===== config.mk =====
export PLATFORM = sky130hd
export DESIGN_NAME = mem_port_arbiter
export DESIGN_NICKNAME = d
export VERILOG_FILES = /design/src/rtl/mem_arb_pkg.sv /design/src/rtl/mem_arb_starve_ctr.sv /design/src/rtl/mem_port_arbiter.sv
export SDC_FILE = /design/constraint.sdc
export NUM_CORES = 1
export LEC_CHECK = 0
export CAP_MARGIN = 20
export CORE_MARGIN = 1
export CORE_UTILIZATION = 35
export DETAILED_ROUTE_END_ITERATION = 12
export GPL_TIMING_DRIVEN = 0
export PLACE_DENSITY = 0.71
export SLEW_MARGIN = 20
export SYNTH_ARGS = -nofsm -noshare
export SYNTH_HDL_FRONTEND = slang
export SYNTH_SLANG_ARGS = --single-unit

===== constraint.sdc =====
create_clock -name clk -period 3.6 [get_ports clk]
set_input_delay 1.08 -clock clk [delete_from_list [all_inputs] [get_ports clk]]
set_output_delay 1.08 -clock clk [all_outputs]
set_load 0.05 [all_outputs]

===== src/rtl/mem_arb_pkg.sv =====
// Shared types for the instruction/data memory port arbiter.
package mem_arb_pkg;

  typedef enum logic [1:0] {
    IDLE = 2'd0,
    BUSY = 2'd1,
    RESP = 2'd2
  } arb_state_t;

  typedef enum logic {
    OWN_I = 1'b0,
    OWN_D = 1'b1
  } owner_t;

  // Counter width able to hold the values 0..limit inclusive.
  function automatic int unsigned cnt_width(input int unsigned limit);
    return $clog2(limit + 1);
  endfunction

endpackage


===== src/rtl/mem_arb_starve_ctr.sv =====
// Saturating count of consecutive data grants taken while a fetch was waiting.
module mem_arb_starve_ctr
  import mem_arb_pkg::*;
#(
  parameter int unsigned STARVE_LIMIT = 4
) (
  input  logic clk,
  input  logic reset,
  input  logic inc,
  input  logic clr,
  output logic at_limit
);

  localparam int unsigned CNT_W = cnt_width(STARVE_LIMIT);
  localparam logic [CNT_W-1:0] LIMIT = CNT_W'(STARVE_LIMIT);

  logic [CNT_W-1:0] cnt;

  // Clear wins over increment; increment stops once the limit is reached.
  always_ff @(posedge clk) begin
    if (reset) begin
      cnt <= '0;
    end else if (clr) begin
      cnt <= '0;
    end else if (inc && (cnt != LIMIT)) begin
      cnt <= cnt + 1'b1;
    end
  end

  assign at_limit = (cnt == LIMIT);

endmodule


===== src/rtl/mem_port_arbiter.sv =====
// Arbitrates a single-ported backing memory between fetch and data requesters.
module mem_port_arbiter
  import mem_arb_pkg::*;
#(
  parameter int unsigned ADDR_W       = 32,
  parameter int unsigned DATA_W       = 32,
  parameter int unsigned STARVE_LIMIT = 4
) (
  input  logic              clk,
  input  logic              reset,
  input  logic              i_req,
  input  logic [ADDR_W-1:0] i_addr,
  output logic              i_ack,
  output logic [DATA_W-1:0] i_rdata,
  output logic              i_stall,
  input  logic              d_req,
  input  logic              d_we,
  input  logic [ADDR_W-1:0] d_addr,
  input  logic [DATA_W-1:0] d_wdata,
  output logic              d_ack,
  output logic [DATA_W-1:0] d_rdata,
  output logic              d_stall,
  output logic              mem_req,
  output logic              mem_we,
  output logic [ADDR_W-1:0] mem_addr,
  output logic [DATA_W-1:0] mem_wdata,
  input  logic              mem_ack,
  input  logic [DATA_W-1:0] mem_rdata,
  output logic              busy
);

  arb_state_t state;
  arb_state_t next_state;
  owner_t     owner;
  logic       grant_i;
  logic       grant_d;
  logic       at_limit;
  logic       starve_inc;
  logic       starve_clr;

  // Data has priority unless fetch has already been passed over the limit.
  assign starve_inc = grant_d & i_req;
  assign starve_clr = grant_i | (grant_d & ~i_req);

  mem_arb_starve_ctr #(
    .STARVE_LIMIT(STARVE_LIMIT)
  ) u_starve_ctr (
    .clk      (clk),
    .reset    (reset),
    .inc      (starve_inc),
    .clr      (starve_clr),
    .at_limit (at_limit)
  );

  // State register.
  always_ff @(posedge clk) begin
    if (reset) begin
      state <= IDLE;
    end else begin
      state <= next_state;
    end
  end

  // Next-state and grant decision; requests are only sampled in IDLE.
  always_comb begin
    next_state = state;
    grant_i    = 1'b0;
    grant_d    = 1'b0;
    unique case (state)
      IDLE: begin
        if (d_req && (!i_req || !at_limit)) begin
          grant_d    = 1'b1;
          next_state = BUSY;
        end else if (i_req) begin
          grant_i    = 1'b1;
          next_state = BUSY;
        end
      end
      BUSY: begin
        if (mem_ack) begin
          next_state = RESP;
        end
      end
      RESP: begin
        next_state = IDLE;
      end
      default: begin
        next_state = IDLE;
      end
    endcase
  end

  // Latch the granted request and capture the response for its owner.
  always_ff @(posedge clk) begin
    if (reset) begin
      owner     <= OWN_I;
      mem_we    <= 1'b0;
      mem_addr  <= '0;
      mem_wdata <= '0;
      i_ack     <= 1'b0;
      d_ack     <= 1'b0;
      i_rdata   <= '0;
      d_rdata   <= '0;
    end else begin
      i_ack <= 1'b0;
      d_ack <= 1'b0;
      if (grant_d) begin
        owner     <= OWN_D;
        mem_we    <= d_we;
        mem_addr  <= d_addr;
        mem_wdata <= d_wdata;
      end else if (grant_i) begin
        owner     <= OWN_I;
        mem_we    <= 1'b0;
        mem_addr  <= i_addr;
        mem_wdata <= '0;
      end
      if ((state == BUSY) && mem_ack) begin
        if (owner == OWN_D) begin
          d_ack <= 1'b1;
          if (!mem_we) begin
            d_rdata <= mem_rdata;
          end
        end else begin
          i_ack   <= 1'b1;
          i_rdata <= mem_rdata;
        end
      end
    end
  end

  assign mem_req = (state == BUSY);
  assign busy    = (state != IDLE);
  assign i_stall = i_req & ~i_ack;
  assign d_stall = d_req & ~d_ack;

endmodule


Yosys cells after proc, flatten, opt, wreduce, memory -nomap -nowiden
Cells that the tools add are included.
Storage, ports and cells
  logic and storage cells: 59
  register bits: 137
Operators by class
  bitwise operators: 11
  $add $sub $neg: 1
  reduce and logical (&&, ||, !) cells: 14
  mux-type cells: 18
  equal/unequal tests: 5
Operators with widths (number)
  2-to-1 mux 32 bit: 4
  2-to-1 mux 1 bit: 10
  2-to-1 mux 2 bit: 3
  != test 3 bit (second input constant): 2
  inverter 1 bit: 6
  AND 1 bit: 4
  case mux 2 bit (2 select lines): 1
  AND reduction 2 bit: 2
  nonzero test 2 bit: 2
  OR reduction 2 bit: 2
  adder 3 x 1 -> 3 bit (second input constant): 1
  == test 3 bit (second input constant): 1
  logical AND 1 bit: 3
  AND reduction 3 bit: 1
  == test 2 x 1 -> 1 bit (second input constant): 1
  zero test 1 bit: 2
  zero test 2 bit: 1
  != test 2 x 1 -> 1 bit (second input constant): 1
  logical OR 1 bit: 1
  bitwise OR 1 bit: 1

Depth between registers and ports, before layout
  word-level depth: 9
  depth in mapped cells: 7
  mapped depth without buffers: 5

By module
From an unflattened synthesis, not the netlist that was laid out.
Second synthesis, totals
  cells, all modules: 583
  area total of the unflattened synthesis: 5512.8 µm²
Modules (own cells, without submodules)
  mem_port_arbiter: area each 5325.1 µm², instances 1, cells each 565, sequential area each 2682.6 µm²
  mem_arb_starve_ctr: area each 187.7 µm², instances 1, cells each 18, sequential area each 60.1 µm²

Least setup slack after synthesis
Ideal clock, no wire load.
  kind: input to output
  start: input port i_req
  end: output port i_stall
  cell stages on the path: 2
  buffers on the path: 1
  slack: 572 ps
  data arrival time: 1948 ps
  path through: buf_2 -> nor2b_1
Between the ends
  longest elaborated chain between the ends: 1
Ends and longest elaborated chain
  start, declared: RTL line mem_port_arbiter.sv:11  | input logic i_req,
  AND 1 bit: RTL line mem_port_arbiter.sv:134  | assign i_stall = i_req & ~i_ack;
  end, declared: RTL line mem_port_arbiter.sv:15  | output logic i_stall,
Every way passes these cells.

Worst setup path after layout
  start: input port d_req
  end: output port d_stall
Between the ends
  longest elaborated chain between the ends: 1
Ends and longest elaborated chain
  start, declared: RTL line mem_port_arbiter.sv:16  | input logic d_req,
  AND 1 bit: RTL line mem_port_arbiter.sv:135  | assign d_stall = d_req & ~d_ack;
  end, declared: RTL line mem_port_arbiter.sv:22  | output logic d_stall,
Every way passes these cells.

==> metrics.txt <==
largest driver fanout on the critical path 4; post-route cell area 8960 um2; CTS tree yes; routability congestion estimate from global placement 0.817; Setup Viol. Count Final 0; maximum frequency from static timing analysis 295 MHz; Rel. slew slack 56.3%; number of warnings printed during yosys synthesis 0; first-pass GRT wire length 30700 um; Die ar. 16100 um2; filler cell count 1390; length in cells of the worst reg-to-reg path 5; Area contributors post-synth sky130_fd_sc_hd__dfxtp_1 50%, sky130_fd_sc_hd__a21oi_1 9.1%, sky130_fd_sc_hd__nand2_1 9.1%; Distinct cells, synth 34; power density over the cells 485 nW/um2; kind of end point of the critical path output pin; y dimension of the die 127 um; number of flip-flops and latches in the synthesized netlist 137; number of instances in the synthesized netlist 672; antenna violations before repair 0; Post-CTS Setup Repair Bufs 0; average instance area after synthesis 8.14 um2; area share of the largest cell type after synthesis 50.1%; Vias 6025; total of buffers placed on input and output ports 266; type of the worst min-delay path flop to flop; final WL 19800 um; area used by multi-input combinational logic 2410 um2; minimum period implied by the final worst setup slack 3.39 ns; number of nets produced by synthesis 808; wire length per cell after detailed routing 17.1 um; Worst path max stage delay 0.56 ns; cts bufs inserted 17; clock network latency to the later pin of the worst-skew pair 0.42 ns; post-CTS clock slew at the launch and capture registers of the worst setup and hold paths 0.05 ns; Layout Skew 0.00992 ns; Synth top cells by count 137 x sky130_fd_sc_hd__dfxtp_1, 132 x sky130_fd_sc_hd__nand2_1, 100 x sky130_fd_sc_hd__a21oi_1; top_reg_cell synth sky130_fd_sc_hd__dfxtp_1; cell at the root of the clock tree sky130_fd_sc_hd__clkbuf_16; Slowest-stage cell, CP sky130_fd_sc_hd__dlygate4sd2_1; number of vias per cell 5.20; critical register-to-register path startpoint state[0]$_SDFFE_PP0P_; worst setup path class input pin to output pin; unrepaired setup endpoints after global routing no; most repeated cell in the gate-level netlist after synthesis sky130_fd_sc_hd__dfxtp_1; effective utilization at floorplan 36.0%; via count of the first global-routing pass 5780; max-slew violation total from the final report 0; total DRC errors in the routed layout 0; antenna cells 0; period utilisation layout 94.1%; origin of the worst setup path d_req; core footprint 15200 um2; worst-case register-to-register setup slack 1.57 ns; Max Cap Viol 0; Post-DP HPWL 14500 um; leakage power 0.00305 uW; outcome complete, no violations; Top Ports 269; Area after DPL 8370 um2; Worst-Margin Slew 0.653 ns; Critical Path End d_stall; top cell family by delay on the critical path buffers and inverters; overall track demand over capacity in global routing 24.4%; fraction of layout cells with a size suffix above 1 4.95%; count of buffer and inverter cells on the critical path 2; synthesis-to-layout area growth 63.7%; ordered cell list for the critical path clkdlybuf4s50_1 > nor2b_1 > dlygate4sd2_1; ys async rst share 0%; CTS sink count 137; final layout net count 1093; antenna violation net count after detailed routing 0; worst hold slack across all endpoints 0.454 ns; mapped cell area 5470 um2; total overflow reported by the global router 0; Synth area leader sky130_fd_sc_hd__dfxtp_1; Post-synth EDFFs 0; hold-fix buffer count after cts 0; area used by sequential logic in the layout 2740 um2; sequential element share of the synthesized area 50.1%; clock buffer depth 2; worst reg2reg path endpoint mem_addr[27]$_SDFFE_PP0P_; Worst EP required 2.52 ns; number of placement rows 45; type of element launching the critical path input pin; Die Span X 127 um; number of gates on the worst path with buffers counted 3; final hold violations 0; pin count of the biggest net entering global routing 17; iteration-0 DRC count of the detailed router 243; critical path arrival 2.31 ns; peak supply drop 321 uV; level count of the clock H-tree 4; post-cts sizing count 1; Pre-Repair DR Iteration Count 5
[kinds of logic after synthesis]
family | Yosys count | synth area share (%)
adders and majority gates | 2 | 0.457
buffers and inverters | 78 | 5.88
DFF | 137 | 50.1
xor gates and xnor gates | 1 | 0.160
and+or+nand+nor | 252 | 20.9
AOI/OAI and AO/OA | 202 | 22.4
[sequential cells by signal (all words and copies together) (netlist names), 2 cells and up]
| signal | flops |
|---|---|
| state | 2 |
| u_starve_ctr.cnt | 3 |
| d_rdata | 32 |
| mem_wdata | 32 |
| mem_addr | 32 |
| i_rdata | 32 |
[stage by stage]
| stage | worst slack [ns] | TNS, ns | instances | utilization (%) | total power [uW] |
|---|---|---|---|---|---|
| after floorplan | 0.572 | 0 | 672 | - | 2240 |
| after global placement | -0.0223 | -0.0223 | 1126 | 55.1 | 2660 |
| after detailed placement | -0.0694 | -0.0694 | 1126 | 55.1 | 2670 |
| after CTS | 0.212 | 0 | 1158 | 58.9 | 4380 |
| after global routing | 0.168 | 0 | 1158 | 58.9 | 4530 |
| final | 0.212 | 0 | 1158 | 58.9 | 4340 |
[placed cells by master (no fill, tap or decap), types with 2 or more instances in the layout]
cell	instances
sky130_fd_sc_hd__a311oi_1	32
sky130_fd_sc_hd__inv_1	3
sky130_fd_sc_hd__clkbuf_16	17
sky130_fd_sc_hd__clkinv_2	3
sky130_fd_sc_hd__nor3_1	32
sky130_fd_sc_hd__clkbuf_1	61
sky130_fd_sc_hd__nor2b_1	4
sky130_fd_sc_hd__clkbuf_8	7
sky130_fd_sc_hd__clkinvlp_4	2
sky130_fd_sc_hd__dfxtp_1	137
sky130_fd_sc_hd__and3_1	2
sky130_fd_sc_hd__nor3b_2	2
sky130_fd_sc_hd__buf_6	2
sky130_fd_sc_hd__ha_1	2
sky130_fd_sc_hd__buf_2	11
sky130_fd_sc_hd__nand3_1	66
sky130_fd_sc_hd__clkdlybuf4s50_1	265
sky130_fd_sc_hd__nor2_1	3
sky130_fd_sc_hd__o21ai_0	32
sky130_fd_sc_hd__buf_1	3
sky130_fd_sc_hd__o211ai_1	33
sky130_fd_sc_hd__nand2_1	132
sky130_fd_sc_hd__a21oi_1	100
sky130_fd_sc_hd__nand2b_1	2
[worst min-delay path, delay by kind of cell, from the launching register on]
family | cells | cell delay [ns]
DFF | 1 | 0.31
and+or+nand+nor | 1 | 0.05
AOI/OAI and AO/OA | 1 | 0.05
[cell type report]
type	count	area share (%)
Buffer	75	3.46
Clock buffer	26	5.91
Clock inverter	6	0.670
Inverter	3	0.126
Multi-Input combinational cell	457	26.9
Sequential cell	137	30.6
Tap cell	188	2.63
Timing Repair Buffer	266	29.7
[worst min-delay path by stage]
| stage | startpoint | to | slack [ns] | cells after the start |
|---|---|---|---|---|
| 3_5_place_dp | i_rdata[22]$_SDFFE_PP0P_ | i_rdata[22]$_SDFFE_PP0P_ | 0.45 | 2 |
| 3_3_place_gp | i_rdata[21]$_SDFFE_PP0P_ | i_rdata[21]$_SDFFE_PP0P_ | 0.44 | 2 |
| 2_1_floorplan | owner$_SDFFE_PP0P_ | owner$_SDFFE_PP0P_ | 0.47 | 2 |
| 6_report | i_rdata[19]$_SDFFE_PP0P_ | i_rdata[19]$_SDFFE_PP0P_ | 0.45 | 2 |
| 4_1_cts | i_rdata[24]$_SDFFE_PP0P_ | i_rdata[24]$_SDFFE_PP0P_ | 0.46 | 2 |
| 5_1_grt | i_rdata[1]$_SDFFE_PP0P_ | i_rdata[1]$_SDFFE_PP0P_ | 0.47 | 2 |
[layer usage]
| layer | vias to the layer above | global-route usage [%] | part of all wire [%] |
|---|---|---|---|
| li1 | 2957 | - | - |
| met1 | 2800 | 29.5 | 42 |
| met2 | 242 | 39.8 | 46 |
| met3 | 26 | 8.88 | 9.1 |
| met4 | 0 | 9.38 | 2.2 |
| met5 | - | 0 | 0 |
[power breakdown]
group / internal [uW] / switching (uW) / total [uW]
logic: 370 / 612 / 982
clock network: 1080 / 635 / 1710
registers: 1610 / 46.9 / 1650
Note: power is estimated with default switching activity, not from simulation.
